$ cat src/rtl/cache_pkg.sv
// Constants and FSM encoding shared by the cache subsystem and the memory port arbiter.
`default_nettype none

package cache_pkg;

  localparam int ADR_WIDTH      = 32;
  localparam int DATA_WIDTH     = 32;
  localparam int WORD_OFFSET    = 2;
  localparam int BEATS_PER_LINE = 1 << WORD_OFFSET;

  typedef enum logic [1:0] {
    IDLE    = 2'd0,
    BEAT    = 2'd1,
    GAP     = 2'd2,
    RELEASE = 2'd3
  } arb_state_t;

endpackage

`default_nettype wire

$ cat src/rtl/rr_arbiter2.sv
// Two-input round-robin grant; the pointer moves past the owner when its burst is released.
`default_nettype none

module rr_arbiter2 (
  input  logic       clk,
  input  logic       rst,
  input  logic [1:0] req,
  input  logic       rel,
  input  logic       owner,
  output logic       gnt_valid,
  output logic       gnt_idx
);

  logic ptr;

  always_ff @(posedge clk or negedge rst) begin
    if (!rst) begin
      ptr <= 1'b0;
    end else if (rel) begin
      ptr <= ~owner;
    end
  end

  assign gnt_valid = |req;
  assign gnt_idx   = (&req) ? ptr : req[1];

endmodule

`default_nettype wire

$ cat src/rtl/mem_port_arbiter.sv
// Shares one word-wide memory port between two line-burst requesters, critical word first.
// Optional per-beat ack watchdog: define MEM_PORT_ARBITER_TIMEOUT_EN.
`default_nettype none

module mem_port_arbiter
  import cache_pkg::*;
#(
  parameter int ADR_WIDTH      = cache_pkg::ADR_WIDTH,
  parameter int DATA_WIDTH     = cache_pkg::DATA_WIDTH,
  parameter int WORD_OFFSET    = cache_pkg::WORD_OFFSET,
  parameter int TIMEOUT_CYCLES = 64
) (
  input  logic                   clk,
  input  logic                   rst,
  input  logic                   c0_req_i,
  input  logic                   c0_we_i,
  input  logic [ADR_WIDTH-1:0]   c0_adr_i,
  input  logic [DATA_WIDTH-1:0]  c0_wdat_i,
  output logic                   c0_ack_o,
  output logic [DATA_WIDTH-1:0]  c0_rdat_o,
  output logic [WORD_OFFSET-1:0] c0_word_o,
  output logic                   c0_done_o,
  output logic                   c0_err_o,
  input  logic                   c1_req_i,
  input  logic                   c1_we_i,
  input  logic [ADR_WIDTH-1:0]   c1_adr_i,
  input  logic [DATA_WIDTH-1:0]  c1_wdat_i,
  output logic                   c1_ack_o,
  output logic [DATA_WIDTH-1:0]  c1_rdat_o,
  output logic [WORD_OFFSET-1:0] c1_word_o,
  output logic                   c1_done_o,
  output logic                   c1_err_o,
  output logic                   mem_req_o,
  output logic                   mem_we_o,
  output logic [ADR_WIDTH-1:0]   mem_adr_o,
  output logic [DATA_WIDTH-1:0]  mem_dat_o,
  input  logic                   mem_ack_i,
  input  logic [DATA_WIDTH-1:0]  mem_dat_i
);

  localparam int BASE_W = ADR_WIDTH - WORD_OFFSET - 2;

  arb_state_t             state, state_nx;
  logic                   owner;
  logic                   we_q;
  logic [BASE_W-1:0]      base;
  logic [WORD_OFFSET-1:0] start, cnt, word;
  logic                   gnt_valid, gnt_idx;
  logic                   in_beat, in_rel, last_beat;
  logic                   timed_out, err_q;
  logic                   unused_adr;

  assign in_beat    = (state == BEAT);
  assign in_rel     = (state == RELEASE);
  assign word       = start + cnt;
  assign last_beat  = &cnt;
  assign unused_adr = ^{c0_adr_i[1:0], c1_adr_i[1:0]};

  rr_arbiter2 u_rr (
    .clk       (clk),
    .rst       (rst),
    .req       ({c1_req_i, c0_req_i}),
    .rel       (in_rel),
    .owner     (owner),
    .gnt_valid (gnt_valid),
    .gnt_idx   (gnt_idx)
  );

`ifdef MEM_PORT_ARBITER_TIMEOUT_EN
  localparam int WD_W = $clog2(TIMEOUT_CYCLES + 1);
  logic [WD_W-1:0] wdog;

  assign timed_out = in_beat && !mem_ack_i && (wdog == WD_W'(TIMEOUT_CYCLES - 1));

  // err_q is only observed in RELEASE, which always directly follows the timeout cycle
  always_ff @(posedge clk or negedge rst) begin
    if (!rst) begin
      wdog  <= '0;
      err_q <= 1'b0;
    end else begin
      err_q <= timed_out;
      if (!in_beat) begin
        wdog <= '0;
      end else if (!mem_ack_i) begin
        wdog <= wdog + 1'b1;
      end
    end
  end
`else
  localparam int unused_timeout = TIMEOUT_CYCLES;
  assign timed_out = 1'b0;
  assign err_q     = 1'b0;
`endif

  always_ff @(posedge clk or negedge rst) begin
    if (!rst) begin
      state <= IDLE;
    end else begin
      state <= state_nx;
    end
  end

  always_ff @(posedge clk or negedge rst) begin
    if (!rst) begin
      owner <= 1'b0;
      we_q  <= 1'b0;
      base  <= '0;
      start <= '0;
      cnt   <= '0;
    end else if (state == IDLE && gnt_valid) begin
      owner <= gnt_idx;
      we_q  <= gnt_idx ? c1_we_i : c0_we_i;
      base  <= gnt_idx ? c1_adr_i[ADR_WIDTH-1:WORD_OFFSET+2] : c0_adr_i[ADR_WIDTH-1:WORD_OFFSET+2];
      start <= gnt_idx ? c1_adr_i[WORD_OFFSET+1:2] : c0_adr_i[WORD_OFFSET+1:2];
      cnt   <= '0;
    end else if (in_beat && mem_ack_i) begin
      cnt <= cnt + 1'b1;
    end
  end

  always_comb begin
    state_nx  = state;
    mem_req_o = 1'b0;
    mem_we_o  = 1'b0;
    mem_adr_o = '0;
    mem_dat_o = '0;
    c0_ack_o  = 1'b0;
    c0_rdat_o = '0;
    c0_word_o = '0;
    c0_done_o = 1'b0;
    c0_err_o  = 1'b0;
    c1_ack_o  = 1'b0;
    c1_rdat_o = '0;
    c1_word_o = '0;
    c1_done_o = 1'b0;
    c1_err_o  = 1'b0;
    case (state)
      IDLE: begin
        if (gnt_valid) state_nx = BEAT;
      end
      BEAT: begin
        mem_req_o = 1'b1;
        mem_we_o  = we_q;
        mem_adr_o = {base, word, 2'b00};
        mem_dat_o = owner ? c1_wdat_i : c0_wdat_i;
        if (owner) begin
          c1_word_o = word;
          c1_ack_o  = mem_ack_i;
          c1_rdat_o = mem_ack_i ? mem_dat_i : '0;
        end else begin
          c0_word_o = word;
          c0_ack_o  = mem_ack_i;
          c0_rdat_o = mem_ack_i ? mem_dat_i : '0;
        end
        if (mem_ack_i) begin
          state_nx = last_beat ? RELEASE : GAP;
        end else if (timed_out) begin
          state_nx = RELEASE;
        end
      end
      GAP: begin
        state_nx = BEAT;
      end
      RELEASE: begin
        state_nx = IDLE;
        if (owner) begin
          c1_done_o = 1'b1;
          c1_err_o  = err_q;
        end else begin
          c0_done_o = 1'b1;
          c0_err_o  = err_q;
        end
      end
      default: state_nx = IDLE;
    endcase
  end

endmodule

`default_nettype wire

$ cat config.mk
export PLATFORM = sky130hd
export DESIGN_NAME = mem_port_arbiter
export DESIGN_NICKNAME = d
export VERILOG_FILES = /design/src/rtl/cache_pkg.sv /design/src/rtl/rr_arbiter2.sv /design/src/rtl/mem_port_arbiter.sv
export SDC_FILE = /design/constraint.sdc
export NUM_CORES = 1
export LEC_CHECK = 0
export ABC_AREA = 1
export BUFFER_PORTS_ARGS = -buffer_cell sky130_fd_sc_hd__buf_2
export CAP_MARGIN = 40
export CORE_AREA = 2 2 121 123
export DETAILED_ROUTE_END_ITERATION = 8
export DIE_AREA = 0 0 123 125
export PLACE_DENSITY_LB_ADDON = 0.15
export SLEW_MARGIN = 20
export SYNTH_ARGS = -nofsm -noshare
export SYNTH_HDL_FRONTEND = slang
export SYNTH_HIERARCHICAL = 1
export SYNTH_SLANG_ARGS = --single-unit
$ cat constraint.sdc
create_clock -name clk -period 1.6 [get_ports clk]
set_input_delay 0 -clock clk [delete_from_list [all_inputs] [get_ports clk]]
set_output_delay 0 -clock clk [all_outputs]
set_load 0.01 [all_outputs]
==> reports/metrics.cfg <==
[pwr]
switchingPower_uw=3550
seq_power_share_pct=20.5
ir_worst_vdd_mv=0.570
intPower_uw=3910
power_density_mw_per_mm2=1450
clkPwrFrac_pct=14.0
p_comb_share_pct=65.4
switching_share_pct=47.6
p_leak_uw=0.00327

[setup_path]
crit_required_ns=1.60
critPathSlowestCell=dfrtp_2
path_cells=nor2_4, nand2_4, inv_8, nand2_8, clkbuf_16, nor2_2, buf_2
cp_max_fo=8
r2r_slack_ns=0.24
path_buf_inv=3
worstSetupEndpointType=output port
critPathKind=register to output port
critPathMaxStageDelay_ns=0.42
cp-start-kind=register
crit_arrival_ns=1.53
cp_top_family=simple AND/OR/NAND/NOR gates

[drt]
drt-wirelength-per-cell_um=12.8
drtPass1Iterations=4
drt_wl_total_um=13000
ant_nets=0
dr_total_vias=3980
routed_via_density=3.92
drtIter0Drc=155
drc_errors=0

[logic_synthesis]
syn_area_mm2=0.00317
synth_top_family_by_area=simple AND/OR/NAND/NOR gates
synth_compound_gate_area_share_pct=11.0
yosys.area_share.simple_pct=41.6
seq_area_frac_synth_pct=29.2
avgSynthCellArea_um2=5.93
synthCells=535
synth-xor-area-share_pct=0
synth_seq_cells=37
synth_cell_types=29
yosysWarnings=6
yosys.area_share.adder_pct=0.789
muxShareOfSynthArea_pct=0

[floorplanning]
core.rowCount=44
fp.dieW_um=123
dieArea_mm2=0.0154
die_h_um=125
initial_core_util_pct=22.3
core_mm2=0.0142
boundaryPins=307

[clocking]
clk_latency_ns=0.28
cts_sinks=37
tritoncts=built
clock-root-buffer=clkbuf_16
htreeDepth=2
cts_buffers=5
cts.path.max_buffers=2
clk_pin_slew_ns=0.06

[cells_and_area]
mostFrequentLayoutCells=buf_2, nand2_1, inv_1
postLayoutCellArea_mm2=0.00516
n_fill_cell=1603
drive_above_1_share_pct=44.8
n_antenna_cell=0
syn2layout_area_growth_pct=62.6
nNetsFinal=999
layout_commonest_cell=buf_2

[global_route]
grt.total_usage_pct=15.5
grt_pass1_vias=3635
grt_start_max_net_pins=54
gr-total-overflow=0
antenna_found_initial=0
grt_pass1_wl_um=19000

[timing]
slew_violations=0
fin_skew_ns=0.0104
setup_viol=0
fin_crit_sh_pct=95.5
finalCriticalPeriod_ns=1.53
clock.fmax_ghz=0.654
fin_setup_tns_ns=0
hold_viol=0

[placed_design]
dpl.hpwl_um=10200
placement.io_buffers=298
dpl-instance-area_mm2=0.00483
place_congestion=0.741

[outcome]
status=finished clean

[min_path]
min-delay-path-class=primary input to register

[flow_run]
timing.max_cap.violations=0

-- what timing repair did --
| action | 4_1_cts | 5_1_grt |
|---|---|---|
| endpoints found under the setup margin | 16 | 38 |
| setup buffers | 2 | 2 |
| hold buffers | 3 | 0 |
| resized for setup | 1 | 6 |
| cloned | 0 | 3 |
| hold endpoints to repair | 20 | 0 |
| pin swaps | 1 | 2 |
-- area by class of cell --
| class | count | area (um^2) | area share (%) |
|---|---|---|---|
| clock buffers | 7 | 153 | 2.96 |
| well taps | 184 | 230 | 4.46 |
| repair buffers | 321 | 1810 | 35.0 |
| clock inverters | 1 | 8.76 | 0.170 |
| flip-flops and latches | 37 | 927 | 18.0 |
| multi-input cells | 388 | 1740 | 33.7 |
| inverters | 77 | 297 | 5.75 |
-- synth_stat cells --
| master | instances | area, um^2 |
|---|---|---|
| a21oi_1 | 28 | 140 |
| a21oi_2 | 4 | 35.0 |
| buf_2 | 6 | 30.0 |
| buf_4 | 5 | 37.5 |
| buf_6 | 12 | 135 |
| clkbuf_1 | 10 | 37.5 |
| clkbuf_2 | 3 | 15.0 |
| clkinv_1 | 1 | 3.75 |
| clkinv_4 | 1 | 8.76 |
| conb_1 | 1 | 3.75 |
| dfrtp_1 | 37 | 926 |
| ha_1 | 2 | 25.0 |
| inv_1 | 72 | 270 |
| inv_2 | 3 | 11.3 |
| nand2_1 | 200 | 751 |
| nand2_2 | 1 | 6.26 |
| nand2_4 | 3 | 33.8 |
| nand3_1 | 5 | 25.0 |
| nand3b_1 | 2 | 15.0 |
| nor2_1 | 68 | 255 |
| nor2_2 | 31 | 194 |
| nor2_4 | 1 | 11.3 |
| nor3_1 | 3 | 15.0 |
| o211ai_1 | 1 | 7.51 |
| o21ai_0 | 30 | 150 |
| o21ai_1 | 2 | 10.0 |
| o22ai_1 | 1 | 6.26 |
| or2_1 | 1 | 6.26 |
| or2_2 | 1 | 6.26 |
-- through the flow --
stage	power, uW	hold slack, ns	setup slack, ns	instances	util [%]
after global placement	6300	-0.0159	0.233	997	34.0
after CTS	7460	0.0105	0.0189	1010	35.6
after floorplan	4470	-0.296	0.401	538	-
after global routing	8200	0.0335	-0.00186	1015	36.3
final	7460	0.0203	0.0717	1015	36.3
after detailed placement	6300	-0.0113	0.231	997	34.0
-- path summary, 6_finish.rpt --
path                        startpoint            end  depth (start not counted)
setup / recovery              state[1]  c0_rdat_o[17]                          7
hold / removal             c0_adr_i[4]        base[0]                          5
setup reg to reg              u_rr/ptr       base[22]                          8
hold reg to reg               u_rr/ptr       u_rr/ptr                          2
max in group asynchronous          rst        base[8]                          3
min in group asynchronous          rst       base[26]                          2
-- per-layer routing --
layer  routed length (um)  track usage (%)
met5                    0                0
met4                   57             2.27
met1                 5490             18.9
met2                 6290             27.6
met3                 1190             3.97
-- sequential cells by signal (all words and copies together) (netlist names) --
name	flops
state	2
u_rr/ptr	1
start	2
base	28
we_q	1
owner	1
cnt	2
-- power by group through the flow --
stage | sequential (uW) | clock [uW] | combinational [uW]
3_5_place_dp | 1550 | 0 | 4750
5_1_grt | 1590 | 1120 | 5490
2_1_floorplan | 1520 | 0 | 2950
3_3_place_gp | 1540 | 0 | 4750
4_1_cts | 1540 | 1090 | 4830
6_report | 1530 | 1050 | 4880
-- worst min-delay path: cells and delay by family --
| family | cells | cell delay (ns) |
|---|---|---|
| compound gates | 1 | 0.05 |
| simple gates | 3 | 0.13 |
| buf+inv | 1 | 0.08 |
-- cell families after synthesis --
logic type,count (synthesis)
other,1
DFF,37
AOI/OAI and AO/OA,66
adders and majority gates,2
and+or+nand+nor,316
buffers and inverters,113
Note: power is estimated with default switching activity, not from simulation.
